**src/rtl/accum_frame4.sv**
```systemverilog
// Frame accumulator: sums a stream of unsigned beats until in_last, then holds
// the total (with sticky overflow and saturating beat count) until taken.
module accum_frame4 #(
  parameter int IN_W  = 4,
  parameter int ACC_W = 8,
  parameter int CNT_W = 4
) (
  input  logic             clk,
  input  logic             rst_n,
  input  logic             clr,
  input  logic             in_valid,
  output logic             in_ready,
  input  logic [IN_W-1:0]  in_data,
  input  logic             in_last,
  output logic             out_valid,
  input  logic             out_ready,
  output logic [ACC_W-1:0] out_data,
  output logic             out_ovf,
  output logic [CNT_W-1:0] out_cnt
);

  typedef enum logic {ACC, HOLD} state_t;

  state_t             state_q, state_d;
  logic [ACC_W-1:0]   acc;
  logic [CNT_W-1:0]   cnt;
  logic               ovf;
  logic               run_q;
  logic               accept;
  logic               done;
  logic [ACC_W-1:0]   in_ext;
  logic [ACC_W:0]     sum;

  assign in_ext = ACC_W'(in_data);
  assign sum    = {1'b0, acc} + {1'b0, in_ext};

  always_comb begin
    state_d   = state_q;
    in_ready  = 1'b0;
    out_valid = 1'b0;
    accept    = 1'b0;
    done      = 1'b0;
    case (state_q)
      ACC: begin
        // run_q keeps the input closed until the first edge after reset release
        in_ready = run_q && !clr;
        accept   = in_valid && in_ready;
        if (accept && in_last) state_d = HOLD;
      end
      HOLD: begin
        out_valid = 1'b1;
        done      = out_ready;
        if (done) state_d = ACC;
      end
      default: state_d = ACC;
    endcase
  end

  always_ff @(posedge clk or negedge rst_n) begin
    if (!rst_n) state_q <= ACC;
    else        state_q <= state_d;
  end

  // cnt == 0 doubles as the frame-start marker since it saturates and never wraps
  always_ff @(posedge clk or negedge rst_n) begin
    if (!rst_n) begin
      acc   <= '0;
      cnt   <= '0;
      ovf   <= 1'b0;
      run_q <= 1'b0;
    end else begin
      run_q <= 1'b1;
      if (done || (state_q == ACC && clr)) begin
        acc <= '0;
        cnt <= '0;
        ovf <= 1'b0;
      end else if (accept) begin
        if (cnt == '0) begin
          acc <= in_ext;
          ovf <= 1'b0;
        end else begin
          acc <= sum[ACC_W-1:0];
          ovf <= ovf | sum[ACC_W];
        end
        if (cnt != '1) cnt <= cnt + CNT_W'(1);
      end
    end
  end

  assign out_data = out_valid ? acc : '0;
  assign out_ovf  = out_valid ? ovf : 1'b0;
  assign out_cnt  = out_valid ? cnt : '0;

endmodule

```
**config.mk**
```make
export PLATFORM = sky130hd
export DESIGN_NAME = accum_frame4
export DESIGN_NICKNAME = d
export VERILOG_FILES = /design/src/rtl/accum_frame4.sv
export SDC_FILE = /design/constraint.sdc
export NUM_CORES = 1
export LEC_CHECK = 0
export CORE_UTILIZATION = 50
export DETAILED_ROUTE_END_ITERATION = 10
export DONT_BUFFER_PORTS = 1
export PLACE_DENSITY = 0.63
export REMOVE_ABC_BUFFERS = 1
export SLEW_MARGIN = 20
export SYNTH_ARGS = -nofsm -noshare
export SYNTH_HDL_FRONTEND = slang
export SYNTH_SLANG_ARGS = --single-unit
```
**constraint.sdc**
```tcl
create_clock -name clk -period 4.3 [get_ports clk]
set_input_delay 0.86 -clock clk [delete_from_list [all_inputs] [get_ports clk]]
set_output_delay 0.86 -clock clk [all_outputs]
set_load 0.005 [all_outputs]
```
==> flow_summary.toml, run 1 <==
[run_status]
outcome = "complete, no violations"

[placed_design]
portBuffers = 0
place_congestion = 0.824
dp_hpwl_um = 1530
placed_area_sq_um = 1030

[floorplanning]
die_width_um = 46.9
io_pins = 25
dieArea_sq_um = 2200
core_area_sq_um = 1800
start_util_pct = 56.0
rows = 15
fp.dieH_um = 46.9

[synthesis]
syn_inst = 110
synth_commonest_cells = "dfrtp_1, nand2_1, and2_1"
synth_fa_ha_area_share_pct = 9.43
ys_dominant_reg_cell = "dfrtp_1"
ys_seq_area_share_pct = 37.2
synthTopCellsByArea = "dfrtp_1, ha_1, and2_1, o21ai_0, nand2_1"
synthDominantCellAreaShare_pct = 37.2
yosys.area_share.simple_pct = 24.2
syn-cell-area_sq_um = 1010
yosysWarningCount = 0
yosysUniqueCellTypes = 34
synthMuxAreaShare_pct = 4.22
yosys.area.top_type = "dfrtp_1"
ys_ff_latch = 15
synthArstFlopShare_pct = 100
synth_edf_count = 0
yosysMostFrequentCell = "dfrtp_1"
synth_compound_area_share_pct = 19.1
synth-xor-area-share_pct = 1.74
synth.avg_cell_area_sq_um = 9.17
synth_top_family_by_area = "simple AND/OR/NAND/NOR gates"

[timing]
skew_ns = 0.00640
rsz0062_at_grt = "no"
slew_headroom_pct = 39.4
maxSlewViolCount = 0
finalCritPeriodShare_pct = 50.4
finalHoldViolations = 0
fmax_mhz = 461
fin_crit_ns = 2.17
setup_viol_count_final = 0
fin_tns_setup_ns = 0
tightest_slew_ns = 0.907

[critical_path]
start_kind = "flop"
cp.arrival_ns = 1.31
end_kind = "output pin"
path_class = "flop to output pin"
required_ns = 3.44
crit_fanout = 15

[cells_and_area]
fin_util_pct = 58.8
synthToLayoutAreaGrowth_pct = 5.09
fillers = 177
layout-drive-gt1-share_pct = 8.93
fin_nets = 130
final_area_sq_um = 1060
antenna_cells = 0

[power]
leakage_nw = 0.457
vdd_drop_max_mv = 0.159
power.total_mw = 0.293
p_per_area_nw_per_um2 = 276

[cts]
cts_resized = 0
cts_tree = "done"
cts_setup_buffers = 0
post_cts_hold_buffer_count = 0
insertion_delay_ns = 0.30
clockRootBuffer = "clkbuf_4"
clk_pin_slew_ns = 0.11
htreeDepth = 1
cts_buffers = 3
clk_path_buf_depth = 2
cts.sinks = 15

[drt]
drt_iter0_markers = 18
vias = 814
final_antenna_net_count = 0
drt_first_pass_iters = 4
finalWirelength_um = 2130
via_per_inst = 5.94
drc = 0
post_drt_wl_per_cell_um = 15.6

[hold_path]
hp-class = "input port to async pin"

[grt]
antenna_found_initial = 0
grt.total_usage_pct = 22.3
grt_pass1_vias = 739
grt_max_degree = 16
grt_pass1_wl_um = 3300
grt_overflow = 0

[run]
maxCapViolCount = 0
[stage by stage]
| stage | setup WS (ns) | hold WS, ns | instances |
|---|---|---|---|
| floorplan | 1.99 | 0.457 | 108 |
| global placement | 1.91 | 0.471 | 133 |
| detailed placement | 1.87 | 0.478 | 133 |
| CTS | 2.12 | 0.237 | 137 |
| global route | 1.98 | 0.222 | 137 |
| finish | 2.13 | 0.241 | 137 |
[where the power goes]
part | internal, mW | total (mW) | switching (mW)
clock network | 0.0346 | 0.0875 | 0.0529
logic | 0.0212 | 0.0518 | 0.0305
registers | 0.147 | 0.154 | 0.00652
total | 0.203 | 0.293 | 0.0899
[area by class of cell]
class	instances	area, sq um	share of cell area [%]
Inverter	8	30.0	2.83
Clock buffer	3	22.5	2.13
Multi-Input combinational cell	85	596	56.2
Clock inverter	1	5.00	0.472
Tap cell	25	31.3	2.95
Sequential cell	15	375	35.4
[placed cells by master (no fill, tap or decap), types with 2 or more instances in the layout]
cell      synthesis  layout
nor2b_1           2       2
inv_1             8       8
nor3_1            3       3
mux2i_1           2       2
a31oi_1           2       2
and2_1            9       9
nor2_1            6       6
or4_1             3       3
dfrtp_1          15      15
a21boi_1          2       2
o21a_1            2       2
nand2_1          10      10
nor3b_1           2       2
ha_1              6       6
a21oi_1           4       4
nand3_1           3       3
o31ai_1           5       5
clkbuf_4          0       3
o21ai_0           8       8
mux2_2            2       2
[sequential cells by signal, indices dropped and copies added, names as in the netlist]
| register | cells |
|---|---|
| ovf | 1 |
| run_q | 1 |
| cnt | 4 |
| state_q | 1 |
| acc | 8 |
[logic make-up after synthesis]
| logic type | Yosys count |
|---|---|
| buffers and inverters | 10 |
| other | 1 |
| xor gates and xnor gates | 2 |
| DFF | 15 |
| AOI/OAI and AO/OA | 29 |
| muxes | 4 |
| adders and majority gates | 7 |
| and+or+nand+nor | 42 |
[critical path: stages (launching register included)]
cell     delay, ns
dfrtp_1       0.61
inv_1         0.23
nor2_1        0.18
[per-layer routing]
metal  GRT usage, %  wire length (um)
met1           29.3              1040
met2           33.6               980
met3           3.85                80
met4           14.9                30
met5              0                 0
[worst paths after layout]
kind	startpoint	to	slack, ns	cells after the start
setup / recovery	state_q$_DFF_PN0_	out_cnt[1]	2.13	2
hold / removal	rst_n	acc[5]$_DFFE_PN0P_	0.24	0
setup reg to reg	cnt[0]$_DFFE_PN0P_	acc[7]$_DFFE_PN0P_	2.23	5
hold reg to reg	ovf$_DFFE_PN0P_	ovf$_DFFE_PN0P_	0.50	1
max in group asynchronous	rst_n	cnt[0]$_DFFE_PN0P_	3.98	0
min in group clk	ovf$_DFFE_PN0P_	ovf$_DFFE_PN0P_	0.50	1
(Power assumes the default switching activity.)
==> run 2, diff against run 1 <==
clock period = 2.1 ns   (was 4.3 ns; I/O delays follow)
==> run 2 against run 1 <==
Against the previous run:
- critical path type is now flop to flop
- register-to-register slack got worse by 2.1 ns
- largest cell class unchanged
- die area stayed put
- via count shrank 3.4%
- cell count up 2.2%
- hold slack got worse by 0.013 ns
- clock power is 95% higher
- power increased by 110%
- routed wire length decreased by 2.1%
- sequential share of layout area down 0.82 points
- sequential power grew 100%
==> flow_summary.toml, run 2 (synthesized netlist as in run 1, its figures left out) <==
[timing]
rsz0062_at_grt = "no"
finalCritPeriodShare_pct = 93.0
setup_viol_count_final = 0
fin_crit_ns = 1.95
tightest_slew_ns = 0.692
fmax_mhz = 512
skew_ns = 0.00570
holdWs_ns = 0.228
slew_headroom_pct = 53.7
finalHoldViolations = 0
maxSlewViolCount = 0
fin_tns_setup_ns = 0

[floorplanning]
die_width_um = 46.9
rows = 15
core_area_sq_um = 1800
start_util_pct = 56.0
io_pins = 25
fp.dieH_um = 46.9
dieArea_sq_um = 2200

[drt]
final_antenna_net_count = 0
vias = 786
drt_first_pass_iters = 4
via_per_inst = 5.61
drt_iter0_markers = 16
finalWirelength_um = 2090
post_drt_wl_per_cell_um = 14.9
drc = 0

[critical_path]
path_cells = "ha_1, inv_1, fa_1, nor2b_1, o31ai_1, or4_1, a31oi_1"
cpLargestDelayFamily = "simple AND/OR/NAND/NOR gates"
slowest_stage = "or4_1"
start_kind = "flop"
cp.arrival_ns = 2.17
crit_fanout = 3
path_buf_inv = 1
rr_startpoint = "acc[0]$_DFFE_PN0P_"
path_class = "flop to flop"
slowest_delay_ns = 0.40
end_kind = "flop"
reg2reg_depth = 7
required_ns = 2.32
cp.depth = 7
cp-startpoint = "acc[0]$_DFFE_PN0P_"

[cells_and_area]
largest_register_ffs = 8
reg_top3 = "acc: 8 flops, cnt: 4 flops"
synthToLayoutAreaGrowth_pct = 7.57
layout_commonest_cell = "dfrtp_1"
layout-drive-gt1-share_pct = 10.4
antenna_cells = 0
fin_nets = 133
instances_no_fill = 140
largest_register = "acc"
final_area_sq_um = 1080
final_cell_mix = "dfrtp_1, nand2_1, and2_1, inv_1, o21ai_0"

[placed_design]
place_congestion = 0.809
placed_area_sq_um = 1050
placed_cells = 135
portBuffers = 0
dp_hpwl_um = 1550

[grt]
grt_pass1_vias = 705
grt_pass1_wl_um = 3230
grt_max_degree = 16
antenna_found_initial = 0
grt.total_usage_pct = 21.2
grt_overflow = 0

[cts]
cts_tree = "done"
insertion_delay_ns = 0.29
cts.sinks = 15
cts_buffers = 3
clockRootBuffer = "clkbuf_4"
clk_path_buf_depth = 2
clk_pin_slew_ns = 0.10
cts_resized = 0
htreeDepth = 1

[hold_path]
hold_depth = 1
min_from = "out_ready"
hp-class = "input port to flop"

[power]
p_per_area_nw_per_um2 = 558
power.total_mw = 0.605
leakage_nw = 0.471
vdd_drop_max_mv = 0.316

[run_status]
outcome = "complete, no violations"

[run]
maxCapViolCount = 0
-- run 2: changes by cell type in the layout (fill, tap and decap cells not counted) --
cell / change
dlygate4sd3_1: +1
buf_4: +2
-- run 2: report_power, final --
part / leakage [nW] / switching (mW) / internal, mW / total (mW)
clock network: 0.0177 / 0.101 / 0.0707 / 0.171
registers: 0.204 / 0.0125 / 0.301 / 0.314
logic: 0.249 / 0.0708 / 0.0493 / 0.120
-- run 2: metrics by stage --
step | setup slack [ns] | utilization [%]
3_3_place_gp | 0.147 | 58.1
2_1_floorplan | 0.225 | -
4_1_cts | 0.142 | 60.2
6_report | 0.147 | 60.2
3_5_place_dp | 0.112 | 58.1
5_1_grt | 0.0106 | 60.2
-- run 2: worst paths after layout --
path / endpoint / slack [ns]
worst max register to register: acc[6]$_DFFE_PN0P_ / 0.15
worst min register to register: ovf$_DFFE_PN0P_ / 0.50
max in group asynchronous: acc[4]$_DFFE_PN0P_ / 1.05
min in group asynchronous: acc[6]$_DFFE_PN0P_ / 0.61
worst min-delay path: state_q$_DFF_PN0_ / 0.23
worst max-delay path: acc[6]$_DFFE_PN0P_ / 0.15
-- run 2: routing by layer --
layer / wire length, um / GRT usage, % / up-vias
li1: - / - / 403
met1: 1040 / 30.2 / 365
met2: 979 / 33.6 / 16
met3: 56 / 2.31 / 2
met4: 12 / 6.86 / 0
met5: 0 / 0 / -
-- run 2: area by class of cell --
type | instances | area [sq um]
clock buffers | 3 | 22.5
clock inverters | 1 | 5.00
multi-input cells | 85 | 596
flip-flops and latches | 15 | 375
inverters | 8 | 30.0
fillers | 178 | 717
well taps | 25 | 31.3
repair buffers | 3 | 25.0
-- run 2: timing repair --
action,in CTS,in global routing
hold endpoints to repair,15,0
endpoints found under the setup margin,0,0
hold buffers,1,0
buffers inserted,0,0
-- run 2: worst register-to-register path, stage by stage, from the launching register on --
cell	delay, ns
dfrtp_1	0.38
ha_1	0.20
inv_1	0.06
fa_1	0.37
nor2b_1	0.19
o31ai_1	0.12
or4_1	0.40
a31oi_1	0.16
==> run 3, diff against run 2 <==
REMOVE_ABC_BUFFERS = default   (was 1)
clock period = 2.2 ns   (was 2.1 ns; I/O delays follow)
==> run 3 against run 2 <==
Against the previous run:
- setup slack improved by 0.083 ns
- sequential cell count did not move
- sequential power fell by 4%
- via count rose by 2.5%
- largest cell class unchanged
==> flow_summary.toml, run 3 (synthesized netlist as in run 1, its figures left out) <==
[run_status]
outcome = "complete, no violations"

[timing]
maxSlewViolCount = 0
setup_viol_count_final = 0
finalHoldViolations = 0
slew_headroom_pct = 53.1
holdWs_ns = 0.257
fin_crit_ns = 1.97
fin_tns_setup_ns = 0
finalCritPeriodShare_pct = 89.5
fmax_mhz = 508
skew_ns = 0.00575
tightest_slew_ns = 0.701
rsz0062_at_grt = "no"

[floorplanning]
dieArea_sq_um = 2200
fp.dieH_um = 46.9
die_width_um = 46.9
start_util_pct = 56.0
rows = 15
core_area_sq_um = 1800
io_pins = 25

[grt]
grt_pass1_vias = 736
antenna_found_initial = 0
grt.total_usage_pct = 22.7
grt_pass1_wl_um = 3340
grt_max_degree = 16
grt_overflow = 0

[cts]
cts.sinks = 15
insertion_delay_ns = 0.29
cts_setup_buffers = 0
htreeDepth = 1
cts_tree = "done"
clk_path_buf_depth = 2
clockRootBuffer = "clkbuf_4"
clk_pin_slew_ns = 0.10
cts_buffers = 3

[cells_and_area]
fin_nets = 132
fillers = 182
largest_register_ffs = 8
final_cell_mix = "dfrtp_1, nand2_1, and2_1, inv_1, o21ai_0"
layout-drive-gt1-share_pct = 9.65
layout_commonest_cell = "dfrtp_1"
reg_top3 = "acc: 8 flops, cnt: 4 flops"
synthToLayoutAreaGrowth_pct = 6.82
antenna_cells = 0
largest_register = "acc"
regArea_sq_um = 375
multiInputGateArea_sq_um = 596
final_area_sq_um = 1080

[drt]
final_antenna_net_count = 0
drc = 0
drt_first_pass_iters = 4
drt_iter0_markers = 8
via_per_inst = 5.80
post_drt_wl_per_cell_um = 15.7
vias = 806
finalWirelength_um = 2180

[run]
maxCapViolCount = 0

[placed_design]
placed_area_sq_um = 1040
portBuffers = 0
dp_hpwl_um = 1570
place_congestion = 0.814

[critical_path]
path_class = "flop to flop"
cp-startpoint = "acc[0]$_DFFE_PN0P_"
start_kind = "flop"
reg2reg_depth = 7
crit_fanout = 3
rr_startpoint = "acc[0]$_DFFE_PN0P_"
r2r_end = "acc[6]$_DFFE_PN0P_"
r2r_slack_ns = 0.23
crit_end = "acc[6]$_DFFE_PN0P_"
cp.arrival_ns = 2.18
end_kind = "flop"
required_ns = 2.41

[power]
p_clk_share_pct = 28.3
seqPwrFrac_pct = 52.1
combPwrFrac_pct = 19.5
p_switching_mw = 0.175
vdd_drop_max_mv = 0.328
switching_share_pct = 30.4
power.total_mw = 0.576
leakage_nw = 0.466
power.internal_mw = 0.401
p_per_area_nw_per_um2 = 534

[hold_path]
hp-class = "input port to flop"

[synthesis]
synth_fp_nets = 127
-- run 3: final cells by class --
cell class / instances / area share, %
sequential: 15 / 34.8
tap: 25 / 2.90
clock inverter: 1 / 0.465
multi-input combinational: 85 / 55.3
clock buffer: 3 / 2.09
inverter: 8 / 2.79
timing repair buffer: 2 / 1.63
-- run 3: power by group through the flow --
| stage | clock (mW) | combinational, mW | sequential (mW) |
|---|---|---|---|
| 6_report | 0.163 | 0.112 | 0.300 |
| 5_1_grt | 0.182 | 0.129 | 0.302 |
| 4_1_cts | 0.168 | 0.113 | 0.300 |
| 3_5_place_dp | 0 | 0.104 | 0.306 |
| 3_3_place_gp | 0 | 0.103 | 0.305 |
| 2_1_floorplan | 0 | 0.0832 | 0.301 |
-- run 3: worst min-delay path by stage --
stage	from	to	slack, ns	cells past startpoint
2_1_floorplan	rst_n	acc[0]$_DFFE_PN0P_	0.14	0
3_3_place_gp	rst_n	acc[5]$_DFFE_PN0P_	0.14	0
3_5_place_dp	rst_n	acc[5]$_DFFE_PN0P_	0.14	0
4_1_cts	out_ready	state_q$_DFF_PN0_	0.25	1
5_1_grt	out_ready	state_q$_DFF_PN0_	0.25	1
6_report	out_ready	state_q$_DFF_PN0_	0.26	1
-- run 3: per-stage QoR --
stage / utilization [%] / worst slack, ns / cells
6_report: 59.8 / 0.230 / 139
4_1_cts: 59.8 / 0.236 / 139
3_3_place_gp: 57.7 / 0.233 / 134
2_1_floorplan: - / 0.305 / 110
3_5_place_dp: 57.7 / 0.187 / 134
5_1_grt: 59.8 / 0.0671 / 139
-- run 3: metal layers --
metal	global-route usage, %	share of wire [%]	vias to the layer above
met5	0	0	-
met4	10.9	1.7	0
met3	4.62	4.3	5
met2	34.2	46	23
met1	31.1	48	371
li1	-	-	407
-- run 3: critical path: stages, from the launching register on --
cell and delay, ns:
dfrtp_1 0.37, ha_1 0.19, inv_1 0.06, fa_1 0.39, nor2b_1 0.18, o31ai_1 0.12, or4_1 0.40, a31oi_1 0.17
-- run 3: what timing repair did --
action / 4_1_cts / 5_1_grt
endpoints found under the hold margin: 15 / 0
hold buffers: 1 / 0
resized for setup: 0 / 0
